## config.mk

```make
export PLATFORM = sky130hd
export DESIGN_NAME = ritc_idelay_loader_flat
export DESIGN_NICKNAME = d
export VERILOG_FILES = /design/src/rtl/ritc_idelay_pkg.sv /design/src/rtl/ritc_idelay_loader_if.sv /design/src/rtl/ritc_idelay_table.sv /design/src/rtl/ritc_idelay_loader.sv /design/src/flat_wrapper.sv
export SDC_FILE = /design/constraint.sdc
export NUM_CORES = 1
export LEC_CHECK = 0
export ABC_AREA = 1
export CORE_AREA = 2 2 207 148
export DETAILED_ROUTE_END_ITERATION = 12
export DIE_AREA = 0 0 209 150
export PLACE_DENSITY = 0.79
export SYNTH_ARGS = -nofsm -noshare
export SYNTH_HDL_FRONTEND = slang
export SYNTH_SLANG_ARGS = --single-unit
```

## constraint.sdc

```tcl
create_clock -name CLK -period 11.8 [get_ports CLK]
set_input_delay 2.36 -clock CLK [delete_from_list [all_inputs] [get_ports CLK]]
set_output_delay 2.36 -clock CLK [all_outputs]
set_load 0.02 [all_outputs]
```

## src/rtl/ritc_idelay_pkg.sv

```systemverilog
// Shared definitions for the RITC IDELAY loader: bus register map, tap address fields and FSM states.
package ritc_idelay_pkg;

  localparam int unsigned CH_W      = 2;
  localparam int unsigned IDX_W     = 4;
  localparam int unsigned TAP_W     = CH_W + IDX_W;
  localparam int unsigned DLY_W     = 5;
  localparam int unsigned DAT_W     = 8;
  localparam int unsigned NUM_CH    = 3;
  localparam int unsigned TBL_DEPTH = 64;

  localparam logic ADDR_DLY = 1'b0;
  localparam logic ADDR_TAP = 1'b1;
  localparam logic ADDR_RDY = 1'b0;

  localparam logic [IDX_W-1:0] CLK_IDX       = 4'hF;
  localparam logic [IDX_W-1:0] LAST_DATA_IDX = 4'd11;

  typedef enum logic [2:0] {
    S_IDLE,
    S_POLL_RD,
    S_POLL_CHK,
    S_WR_DLY,
    S_WR_ADR,
    S_GAP,
    S_DONE
  } state_t;

  typedef struct packed {
    logic [CH_W-1:0]  ch;
    logic [IDX_W-1:0] idx;
  } tap_t;

  // Lowest enabled channel at or above 'from'; MSB of the result flags that one exists.
  function automatic logic [CH_W:0] next_en_ch(input logic [NUM_CH-1:0] mask,
                                               input logic [CH_W:0]     from);
    logic [CH_W:0] res;
    res = '0;
    for (int i = int'(NUM_CH) - 1; i >= 0; i--) begin
      if (i >= int'(from) && mask[i]) res = {1'b1, CH_W'(i)};
    end
    return res;
  endfunction

endpackage

```

## src/rtl/ritc_idelay_loader_if.sv

```systemverilog
// User register bus between the loader (master) and the RITC IDELAY decoder (slave).
interface ritc_idelay_loader_if;
  import ritc_idelay_pkg::*;

  logic             user_sel_o;
  logic             user_wr_o;
  logic             user_rd_o;
  logic             user_addr_o;
  logic [DAT_W-1:0] user_dat_o;
  logic [DAT_W-1:0] user_dat_i;

  modport master (
    output user_sel_o, user_wr_o, user_rd_o, user_addr_o, user_dat_o,
    input  user_dat_i
  );

  modport slave (
    input  user_sel_o, user_wr_o, user_rd_o, user_addr_o, user_dat_o,
    output user_dat_i
  );
endinterface

```

## src/rtl/ritc_idelay_table.sv

```systemverilog
// 64x5 delay table: one synchronous write port, one combinational read port, async clear.
module ritc_idelay_table
  import ritc_idelay_pkg::*;
(
  input  logic             CLK,
  input  logic             rst_i,
  input  logic             we,
  input  logic [TAP_W-1:0] waddr,
  input  logic [DLY_W-1:0] wdat,
  input  logic [TAP_W-1:0] raddr,
  output logic [DLY_W-1:0] rdat
);
  logic [DLY_W-1:0] mem [TBL_DEPTH];

  always_ff @(posedge CLK or posedge rst_i) begin
    if (rst_i) begin
      for (int i = 0; i < int'(TBL_DEPTH); i++) mem[i] <= '0;
    end else if (we) begin
      mem[waddr] <= wdat;
    end
  end

  assign rdat = mem[raddr];
endmodule

```

## src/rtl/ritc_idelay_loader.sv

```systemverilog
// Programs every enabled RITC IDELAY tap over the user bus once all IDELAYCTRLs report ready.
// Optional poll timeout: define RITC_IDELAY_LOADER_TIMEOUT_EN.
module ritc_idelay_loader
  import ritc_idelay_pkg::*;
#(
  parameter int unsigned LOAD_GAP = 4,
  parameter int unsigned TIMEOUT  = 1024
) (
  input  logic                  CLK,
  input  logic                  rst_i,
  input  logic                  tbl_wr_i,
  input  logic [TAP_W-1:0]      tbl_addr_i,
  input  logic [DLY_W-1:0]      tbl_dat_i,
  input  logic [NUM_CH-1:0]     ch_mask_i,
  input  logic                  start_i,
  output logic                  busy_o,
  output logic                  done_o,
  output logic                  err_o,
  ritc_idelay_loader_if.master  bus
);
  localparam int unsigned GAP_W = $clog2(LOAD_GAP + 1);

  state_t              state_q, state_d;
  tap_t                tap_q, tap_d;
  logic [NUM_CH-1:0]   mask_q;
  logic [GAP_W-1:0]    gap_q;
  logic [DLY_W-1:0]    tbl_rdat;
  logic                start_acc_c;
  logic                ready_c;
  logic                timeout_c;
  logic [CH_W:0]       first_ch_c, next_ch_c;

  logic                sel_d, wr_d, rd_d, addr_d, busy_d, done_d;
  logic [DAT_W-1:0]    dat_d;

  assign start_acc_c = start_i && (state_q == S_IDLE);
  assign ready_c     = (bus.user_dat_i[2:0] == 3'b111);
  assign first_ch_c  = next_en_ch(mask_q, '0);
  assign next_ch_c   = next_en_ch(mask_q, {1'b0, tap_q.ch} + (CH_W+1)'(1));

  ritc_idelay_table u_table (
    .CLK   (CLK),
    .rst_i (rst_i),
    .we    (tbl_wr_i && !busy_o),
    .waddr (tbl_addr_i),
    .wdat  (tbl_dat_i),
    .raddr (TAP_W'(tap_d)),
    .rdat  (tbl_rdat)
  );

  // State register
  always_ff @(posedge CLK or posedge rst_i) begin
    if (rst_i) state_q <= S_IDLE;
    else       state_q <= state_d;
  end

  // Next state and tap iterator
  always_comb begin
    state_d = state_q;
    tap_d   = tap_q;
    case (state_q)
      S_IDLE:     if (start_i) state_d = (ch_mask_i == '0) ? S_DONE : S_POLL_RD;
      S_POLL_RD:  state_d = S_POLL_CHK;
      S_POLL_CHK: begin
        if (ready_c) begin
          if (first_ch_c[CH_W]) begin
            state_d = S_WR_DLY;
            tap_d   = '{ch: first_ch_c[CH_W-1:0], idx: '0};
          end else begin
            state_d = S_DONE;
          end
        end else if (timeout_c) begin
          state_d = S_IDLE;
        end else begin
          state_d = S_POLL_RD;
        end
      end
      S_WR_DLY:   state_d = S_WR_ADR;
      S_WR_ADR:   state_d = S_GAP;
      S_GAP: begin
        if (gap_q == '0) begin
          state_d = S_WR_DLY;
          if (tap_q.idx == LAST_DATA_IDX) begin
            tap_d.idx = CLK_IDX;
          end else if (tap_q.idx == CLK_IDX) begin
            if (next_ch_c[CH_W]) tap_d = '{ch: next_ch_c[CH_W-1:0], idx: '0};
            else                 state_d = S_DONE;
          end else begin
            tap_d.idx = IDX_W'(tap_q.idx + IDX_W'(1));
          end
        end
      end
      S_DONE:     state_d = S_IDLE;
      default:    state_d = S_IDLE;
    endcase
  end

  // Output decode of the upcoming state; registered below so bus strobes align with it
  always_comb begin
    sel_d  = 1'b0;
    wr_d   = 1'b0;
    rd_d   = 1'b0;
    addr_d = 1'b0;
    dat_d  = '0;
    busy_d = 1'b0;
    done_d = 1'b0;
    case (state_d)
      S_POLL_RD: begin
        sel_d = 1'b1; rd_d = 1'b1; busy_d = 1'b1; addr_d = ADDR_RDY;
      end
      S_POLL_CHK: busy_d = 1'b1;
      S_WR_DLY: begin
        sel_d = 1'b1; wr_d = 1'b1; busy_d = 1'b1; addr_d = ADDR_DLY;
        dat_d = DAT_W'(tbl_rdat);
      end
      S_WR_ADR: begin
        sel_d = 1'b1; wr_d = 1'b1; busy_d = 1'b1; addr_d = ADDR_TAP;
        dat_d = DAT_W'(TAP_W'(tap_d));
      end
      S_GAP:  busy_d = 1'b1;
      S_DONE: done_d = 1'b1;
      default: ;
    endcase
  end

  always_ff @(posedge CLK or posedge rst_i) begin
    if (rst_i) begin
      tap_q           <= '0;
      mask_q          <= '0;
      gap_q           <= '0;
      busy_o          <= 1'b0;
      done_o          <= 1'b0;
      bus.user_sel_o  <= 1'b0;
      bus.user_wr_o   <= 1'b0;
      bus.user_rd_o   <= 1'b0;
      bus.user_addr_o <= 1'b0;
      bus.user_dat_o  <= '0;
    end else begin
      tap_q           <= tap_d;
      if (start_acc_c) mask_q <= ch_mask_i;
      if (state_q == S_WR_ADR)   gap_q <= GAP_W'(LOAD_GAP - 1);
      else if (state_q == S_GAP) gap_q <= gap_q - GAP_W'(1);
      busy_o          <= busy_d;
      done_o          <= done_d;
      bus.user_sel_o  <= sel_d;
      bus.user_wr_o   <= wr_d;
      bus.user_rd_o   <= rd_d;
      bus.user_addr_o <= addr_d;
      bus.user_dat_o  <= dat_d;
    end
  end

`ifdef RITC_IDELAY_LOADER_TIMEOUT_EN
  localparam int unsigned POLL_W = $clog2(TIMEOUT + 1);
  logic [POLL_W-1:0] poll_q;
  logic              err_q;

  assign timeout_c = (poll_q == POLL_W'(TIMEOUT - 1));

  // Counts failed ready polls; err is sticky until the next accepted start
  always_ff @(posedge CLK or posedge rst_i) begin
    if (rst_i) begin
      poll_q <= '0;
      err_q  <= 1'b0;
    end else if (start_acc_c) begin
      poll_q <= '0;
      err_q  <= 1'b0;
    end else if (state_q == S_POLL_CHK && !ready_c) begin
      poll_q <= poll_q + POLL_W'(1);
      if (timeout_c) err_q <= 1'b1;
    end
  end

  assign err_o = err_q;
`else
  assign timeout_c = 1'b0;
  assign err_o     = 1'b0;
`endif

endmodule

```

## src/flat_wrapper.sv

```systemverilog
// flat-port wrapper written by rule: the top's interface ports become plain ports
module ritc_idelay_loader_flat import ritc_idelay_pkg::*;
#(
  parameter int unsigned LOAD_GAP = 4,
  parameter int unsigned TIMEOUT  = 1024
)
  (CLK, rst_i, tbl_wr_i, tbl_addr_i, tbl_dat_i, ch_mask_i, start_i, busy_o, done_o, err_o, bus_user_sel_o, bus_user_wr_o, bus_user_rd_o, bus_user_addr_o, bus_user_dat_o, bus_user_dat_i);
  ritc_idelay_loader_if bus_i ();
  input  logic CLK;
  input  logic rst_i;
  input  logic tbl_wr_i;
  input  logic [TAP_W-1:0] tbl_addr_i;
  input  logic [DLY_W-1:0] tbl_dat_i;
  input  logic [NUM_CH-1:0] ch_mask_i;
  input  logic start_i;
  output logic busy_o;
  output logic done_o;
  output logic err_o;
  output wire logic [$bits(bus_i.user_sel_o)-1:0] bus_user_sel_o;
  output wire logic [$bits(bus_i.user_wr_o)-1:0] bus_user_wr_o;
  output wire logic [$bits(bus_i.user_rd_o)-1:0] bus_user_rd_o;
  output wire logic [$bits(bus_i.user_addr_o)-1:0] bus_user_addr_o;
  output wire logic [$bits(bus_i.user_dat_o)-1:0] bus_user_dat_o;
  input wire logic [$bits(bus_i.user_dat_i)-1:0] bus_user_dat_i;
  assign bus_user_sel_o = bus_i.user_sel_o;
  assign bus_user_wr_o = bus_i.user_wr_o;
  assign bus_user_rd_o = bus_i.user_rd_o;
  assign bus_user_addr_o = bus_i.user_addr_o;
  assign bus_user_dat_o = bus_i.user_dat_o;
  assign bus_i.user_dat_i = bus_user_dat_i;
  ritc_idelay_loader #(.LOAD_GAP(LOAD_GAP), .TIMEOUT(TIMEOUT)) u_core (.CLK(CLK), .rst_i(rst_i), .tbl_wr_i(tbl_wr_i), .tbl_addr_i(tbl_addr_i), .tbl_dat_i(tbl_dat_i), .ch_mask_i(ch_mask_i), .start_i(start_i), .busy_o(busy_o), .done_o(done_o), .err_o(err_o), .bus(bus_i));
endmodule
```

# Yosys cells after proc, flatten, opt, wreduce, memory -nomap -nowiden
# Index checks and enable logic that the tools add are counted.
[totals]
regBits = 347
latch_bits = 0
mem_bits_rw = 0
romBits = 0
in_bits = 26
out_inout_bits = 15
wordCells = 154
n_memories = 0
[classes]
addsub = 3
mul = 0
n_div = 0
order_cmp = 6
eq_ne = 14
shift = 0
n_mux = 39
bitwise_logic = 2
n_reduce_logical = 14
[ops]
columns = ["cell", "n"]
rows = [
  ["$bwmux 320", 1],
  ["$mux 3", 16],
  ["$bmux 5 s6", 1],
  ["$demux 5 s6", 1],
  ["$mux 6", 4],
  ["$pmux 6 s2", 2],
  ["$eq 3x3->1 const B", 6],
  ["$pmux 3 s6", 1],
  ["$mux 5", 3],
  ["$ge 7x7->1 const B", 2],
  ["$not 6->7", 2],
  ["$eq 3x2->1 const B", 4],
  ["$logic_not 3->1", 3],
  ["$eq 4x4->1 const B", 2],
  ["$mux 4", 2],
  ["$lt 7x1->1 const B", 1],
  ["$eq 3x1->1 const B", 2],
  ["$ge 1x3->1 const A", 2],
  ["$logic_and 1x1->1", 6],
  ["$mux 1", 6],
  ["$reduce_or 5->1", 1],
  ["$add 4x1->4 const B", 1],
  ["$mux 2", 2],
  ["$add 2x1->3 const B", 1],
  ["other kinds (6)", 6],
]

# Depth between registers and ports, before layout
# Gate-level depths: netlist of the first run.
[depth]
ltp_word = 16
ltp_mapped = 21
depth_no_buf = 19

# Cells and area by module
# Synthesis of the first run repeated with hierarchy kept, for this count alone.
[unflattened]
hier_cells = 2051
area_unflattened_um2 = 16592.2
[modules_own_cells]
columns = ["module", "n_inst", "cells_each", "area_each_um2", "seq_area_each_um2"]
rows = [
  ["ritc_idelay_table", 1, 1849, 15001.9, 8007.7],
  ["ritc_idelay_loader", 1, 202, 1590.3, 675.6],
]

# Worst setup path before layout of the first run
# Ideal clock, no wire load.
[synth_timing]
kind = "input port to flip-flop"
startpoint = "input port bus_user_dat_i[0]"
endpoint = "register u_core.bus.user_dat_o[3]"
setup_time_ns = 0.117
t_arrival_ns = 3.907
path_slack_ns = 7.776
path_stages = 16
n_path_buf = 1
cell_sequence = "nand2_1 > nor2_1 > nand2_1 > nand3_1 > nand2_2 > nand2_1 > nand2_1 > inv_2 > clkbuf_1 > nand3_1 > nand3_1 > nand3_1 > nand3_1 > nand3_1 > nand3_1 > nand2_1"
[synth_between]
elab_chain_len = 8
[synth_rtl]
columns = ["item", "line_no", "rtl"]
rows = [
  ["start: declaration", "flat_wrapper.sv:24", "input wire logic [$bits(bus_i.user_dat_i)-1:0] bus_user_dat_i;"],
  ["$eq 3x3->1 *", "ritc_idelay_loader.sv:37", "assign ready_c = (bus.user_dat_i[2:0] == 3'b111);"],
  ["$mux 6", "ritc_idelay_loader.sv:65", "if (ready_c) begin"],
  ["$pmux 6 s2", "ritc_idelay_loader.sv:61", "case (state_q)"],
  ["$not 6->7 (not written as such)", "ritc_idelay_table.sv:23", "assign rdat = mem[raddr];"],
  ["$bmux 5 s6", "ritc_idelay_table.sv:23", ""],
  ["$mux 5 (not written as such) (2 in a row)", "ritc_idelay_table.sv:23", ""],
  ["$pmux 6 s2 *", "ritc_idelay_loader.sv:107", "case (state_d)"],
  ["named net u_core.dat_d[3]", "ritc_idelay_loader.sv:34", "logic [DAT_W-1:0] dat_d;"],
  ["end signal: assignment", "ritc_idelay_loader.sv:149", "bus.user_dat_o <= dat_d;"],
  ["end: declaration", "ritc_idelay_loader_if.sv:13", "output user_sel_o, user_wr_o, user_rd_o, user_addr_o, user_dat_o,"],
]
# Mark *: on every way through the listed nets, which the timed path passes. The rest lies on a longest branch. The select of a mux whose other input is x is not followed.
# A chain may end at the register's enable or synchronous reset.

# Worst setup path after layout of the first run
[layout_timing]
startpoint = "input port bus_user_dat_i[0]"
endpoint = "register u_core.bus.user_dat_o[2]"
# Same word-level chain as after synthesis.

==> results of run 1 <==
==> cells by family after synthesis <==
group           Yosys count  synth area share
fa+ha+maj                 3           0.00232
buf+inv                 166            0.0469
compound gates          353             0.111
simple gates           1123             0.303
flops                   347             0.537
other cells               1          0.000232
==> power groups by stage <==
stage	Combinational, mW	Sequential [mW]	Clock, mW
2_1_floorplan	0.880	1.50	0
3_3_place_gp	1.19	1.50	0
3_5_place_dp	1.21	1.51	0
4_1_cts	1.22	1.49	1.22
5_1_grt	1.38	1.52	1.27
6_report	1.25	1.50	1.22
==> state kept, by name, summed over array words and instances, names as in the netlist <==
name,flops
u_core.u_table.mem,320
u_core.bus.user_dat_o,6
u_core.tap_q,6
u_core.gap_q,3
u_core.mask_q,3
u_core.state_q,3
u_core.bus.user_addr_o,1
u_core.bus.user_rd_o,1
u_core.bus.user_sel_o,1
u_core.bus.user_wr_o,1
u_core.busy_o,1
u_core.done_o,1
==> layer usage <==
metal,vias to the layer above,share of wire,GRT usage
met5,-,0,0
met2,735,0.44,0.449
met1,6958,0.43,0.417
met3,106,0.10,0.0709
met4,0,0.028,0.0989
li1,6698,-,-
==> Yosys cell counts, types with 2 or more instances <==
cell / count
o21ai_0: 333
clkinv_1: 6
nand3_1: 482
or2_1: 2
inv_1: 32
ha_1: 3
nor4_1: 2
nand2_1: 597
nor2_1: 19
nand2_4: 2
dfrtp_1: 347
nand2_2: 3
inv_2: 11
clkbuf_1: 57
buf_1: 6
buf_2: 41
buf_4: 4
buf_6: 9
a21oi_1: 12
nor3_1: 11
nand3_2: 3
==> critical path, cell delays in order <==
cell and delay (ns):
clkdlybuf4s50_1 0.46, nand2_1 0.05, nor2_1 0.30, nand2_1 0.13
nand3_1 0.11, nand2_2 0.10, nand2_4 0.45, nand2_4 0.52
buf_4 0.63, nand2_1 0.19, nand3_1 0.09, nand3_1 0.18
nand3_1 0.15, nand3_1 0.19, nand3_1 0.09, nand3_1 0.17
nand2_1 0.09
==> worst max path at each step <==
stage,endpoint,slack [ns],start
floorplan,u_core.bus.user_addr_o,4.80,rst_i
global placement,u_core.bus.user_dat_o[2],5.40,bus_user_dat_i[0]
CTS,u_core.bus.user_dat_o[2],5.92,bus_user_dat_i[0]
detailed placement,u_core.bus.user_dat_o[3],5.38,bus_user_dat_i[0]
finish,u_core.bus.user_dat_o[2],5.73,bus_user_dat_i[0]
global route,u_core.bus.user_dat_o[2],5.49,bus_user_dat_i[0]
==> area by class of cell <==
type,count,area (um2)
flip-flops and latches,347,8680
multi-input cells,1482,6750
clock inverters,13,199
clock buffers,49,1060
fillers,2563,11600
inverters,49,189
repair buffers,58,515
well taps,385,482
==> through the flow <==
stage	area [um2]	hold slack, ns	worst slack (ns)	power, mW
after floorplan	16200	0.453	4.80	2.38
after global placement	16600	0.466	5.40	2.69
after detailed placement	16600	0.473	5.38	2.72
after CTS	17900	0.488	5.92	3.94
after global routing	17900	0.500	5.49	4.17
final	17900	0.484	5.73	3.97
==> reports/metrics.cfg, run 1 <==
[setup_path]
start_kind=primary input
crit_fanout=102
critPathRequiredTime_ns=12.20
arrival_ns=6.47
critPathKind=primary input to flop
worstReg2RegEnd=u_core.bus.user_dat_o[2]
crit_path_end_kind=flop
r2r_start=u_core.tap_q[0]
reg2reg_depth=18
r2r_slack_ns=6.49

[layout]
drive_above_1_share=0.0581
areaGrowthSynthToFinish_pct=10.7
final_cell_mix=596 x nand2_1, 482 x nand3_1, 347 x dfrtp_1
final_common_cell=nand2_1
num_antenna_cells=0
utilization=0.606
finalNonFillerCells=2383
nNetsFinal=2002

[sta]
drv_slew=0
min_period_over_period=0.514
setup_tns_ns=0
finalSetupViolCount=0
worst_pin_slew_ns=1.23
skew_ns=0.0172
finalCriticalPeriod_ns=6.07
rsz0062_at_grt=no
relSlewSlack=0.183
hold_viol_final=0
max_freq_ghz=0.165

[grt]
antenna_found_initial=0
overflow=0
grt_usage=0.295
grt_max_degree=103
grt_pass1_vias=13800
grt_pass1_wl_um=73400

[clocking]
root_buffer=clkbuf_16
clk_pin_slew_ns=0.06
htree_levels=2
cts_resized=0
tritoncts=built
cts_max_path_buffers=3
ctsHoldBuffers=0
clock-sinks=347
post_cts.repair.setup_buffers=0
cts_buffers=35
clk_latency_ns=0.54

[synth]
syn_inst=1993
synth_top_area_frac=0.537
synthDistinctLibCells=32
syn_avg_cell_area_um2=8.11
ys.flop_type=dfrtp_1
async_flop_share=1.00
synth_edf_count=0
yosys.area.top_type=dfrtp_1
synth_area_um2=16200
synth_seq_cells=347
yosysWarningCount=0
synthTopCellsByArea=dfrtp_1 54%, nand3_1 15%, nand2_1 14%
ys_seq_area_frac=0.537

[worst_hold_path]
hold_class=flop to flop
whs_endpoint=u_core.u_table.mem[272]
min_path_cells=2
holdCritStartpoint=u_core.u_table.mem[272]

[routing]
via_per_inst=6.08
dr.pass1.iters=6
drt_iter0_markers=2170
vias=14500
drc=0
routedWlPerCell_um=18.9
wirelength_um=45000
antenna_left=0

[placed_design]
io_buffers=32
dp_hpwl_um=26200
dp_cells=2321
gp_congestion=0.887

[floorplan]
die_h_um=150
rows=53
die_area_um2=31400
pin_count=41
die_w_um=209
start_util=0.547
core_area_um2=29500

[power]
clkPwrFrac=0.306
p_sw_mw=1.46
p_seq_frac=0.378
ir_worst_vdd_mv=0.127
p_int_mw=2.50
power_density_nw_per_um2=222
combPwrFrac=0.316
power_leakage_nw=7.91
switching_share=0.369

[job]
cap_violations=0

[status]
status=finished, final reports clean

(Power assumes the default switching activity.)
==> run 2, diff against run 1 <==
Settings changed: CORE_AREA 2 2 207 148 to 2 2 200 143, DIE_AREA 0 0 209 150 to 0 0 202 145, PLACE_DENSITY 0.79 to 0.81.
Clock period 11.8 ns to 6.1 ns, I/O delays scaled along.
==> run 2 against run 1 <==
Clock skew hardly changed; cell area is 0.77% lower; count of clock-buffer cells in the layout is 4 lower; sequential power is 93% higher; final cell count is 0.71% lower; sequential cell count stayed put; clock power is 75% higher; via count hardly changed; first-iteration DRC count is 11% lower; critical path type unchanged; power is 87% higher.
==> reports/metrics.cfg, run 2 (same netlist as run 1, synthesis figures left out) <==
[placed_design]
gp_congestion=0.913  ; +2.9%
io_buffers=32  ; unchanged
dp_hpwl_um=25100  ; -4.0%
dp_cells=2307  ; -0.60%

[floorplan]
pin_count=41  ; unchanged
core_area_um2=27400  ; -7.2%
die_w_um=202  ; -3.3%
start_util=0.590  ; +0.0427
die_h_um=145  ; -3.3%
die_area_um2=29300  ; -6.6%
rows=51  ; -3.8%

[layout]
largest-register=u_core.u_table.mem
finalNonFillerCells=2366  ; -0.71%
drive_above_1_share=0.0546  ; -0.00342
final_common_cell=nand2_1
largest_reg_flops=320  ; unchanged
utilization=0.648  ; +0.0422
largestRegisters=u_core.u_table.mem x320, u_core.bus.user_dat_o x6, u_core.tap_q x6
areaGrowthSynthToFinish_pct=9.80
final_cell_mix=596 x nand2_1, 482 x nand3_1, 347 x dfrtp_1
num_antenna_cells=0  ; unchanged
nNetsFinal=2002  ; unchanged

[sta]
min_period_over_period=0.741
holdWs_ns=0.485  ; +0.000406 ns
rsz0062_at_grt=no
relSlewSlack=0.158  ; -0.0249
hold_viol_final=0  ; unchanged
setup_tns_ns=0  ; unchanged
drv_slew=0  ; unchanged
skew_ns=0.0168  ; -0.000332 ns
finalCriticalPeriod_ns=4.52
finalSetupViolCount=0  ; unchanged
max_freq_ghz=0.221
worst_pin_slew_ns=1.25  ; +0.0278 ns

[clocking]
clk_latency_ns=0.54  ; about the same
ctsHoldBuffers=0  ; unchanged
post_cts.repair.setup_buffers=0  ; unchanged
clock-sinks=347  ; unchanged
root_buffer=clkbuf_16
htree_levels=2  ; unchanged
cts_max_path_buffers=3  ; unchanged
cts_resized=0  ; unchanged
clk_pin_slew_ns=0.06  ; about the same
cts_buffers=35  ; unchanged
tritoncts=built

[power]
power_density_nw_per_um2=419  ; +89%
power_leakage_nw=7.86  ; -0.68%
fin_total_pwr_mw=7.43  ; +87%
ir_worst_vdd_mv=0.233  ; +83%

[routing]
antenna_left=0  ; unchanged
wirelength_um=44500  ; -1.2%
drc=0  ; unchanged
vias=14500  ; +0.021%
dr.pass1.iters=6  ; unchanged
via_per_inst=6.13  ; +0.74%
drt_iter0_markers=1941  ; -11%
routedWlPerCell_um=18.8  ; -0.45%

[grt]
antenna_found_initial=0  ; unchanged
grt_usage=0.307  ; +0.0128
grt_pass1_wl_um=72100  ; -1.8%
overflow=0  ; unchanged
grt_max_degree=197  ; +91%
grt_pass1_vias=13500  ; -2.4%

[worst_hold_path]
hold_class=flop to flop
min_path_cells=2  ; unchanged

[setup_path]
crit_path_end_kind=flop
start_kind=primary input
arrival_ns=4.92  ; -1.55 ns
reg2reg_depth=18  ; unchanged
critPathRequiredTime_ns=6.50  ; -5.70 ns
critPathKind=primary input to flop
crit_fanout=122  ; +20%

[status]
status=finished, final reports clean

[job]
cap_violations=0  ; unchanged

-- run 2: changes by cell type in the layout (fill, tap and decap cells not counted), sizes merged --
cell      previous run  this run
inv                 47        51
clkinvlp             2         1
clkbuf              49        45
bufinv               5         2
clkinv               8         9
-- run 2: critical path, cell delays in order --
cell and delay [ns]:
clkdlybuf4s50_1 0.45, nand2_1 0.05, nor2_1 0.30, nand2_1 0.12
nand3_1 0.13, nand2_2 0.11, nand2_4 0.49, nand2_4 0.44
buf_12 0.39, nand2_1 0.15, nand3_1 0.11, nand3_1 0.12
nand3_1 0.11, nand3_1 0.19, nand3_1 0.17, nand3_1 0.11
nand2_1 0.11
-- run 2: stage by stage --
step	setup slack, ns	cell area [um2]
finish	1.58	17700
global route	1.39	17700
CTS	1.75	17700
detailed placement	1.21	16600
global placement	1.26	16600
floorplan	0.236	16200
-- run 2: path summary, 6_finish.rpt --
check                                           endpoint  slack (ns)                   start
worst max-delay path            u_core.bus.user_dat_o[2]        1.58       bus_user_dat_i[1]
worst min-delay path              u_core.u_table.mem[67]        0.48  u_core.u_table.mem[67]
worst max register to register  u_core.bus.user_dat_o[2]        1.91         u_core.tap_q[0]
worst min register to register    u_core.u_table.mem[67]        0.48  u_core.u_table.mem[67]
max in group asynchronous         u_core.u_table.mem[74]        3.63                   rst_i
min in group asynchronous        u_core.u_table.mem[260]        1.04                   rst_i
-- run 2: report_power, final --
group / switching, mW / total [mW] / internal (mW)
logic: 1.66 / 2.41 / 0.744
clock network: 0.923 / 2.13 / 1.21
registers: 0.219 / 2.90 / 2.68
-- run 2: layout make-up --
cell class,instances,area [um2]
fillers,2222,9640
flip-flops and latches,347,8680
well taps,371,464
repair buffers,58,566
multi-input cells,1482,6740
inverters,49,188
clock inverters,14,138
clock buffers,45,963
-- run 2: metal layers --
metal,share of wire,track usage,vias up
li1,-,-,6705
met1,0.42,0.455,6880
met2,0.44,0.446,808
met3,0.11,0.0674,107
met4,0.030,0.113,0
met5,0,0,-
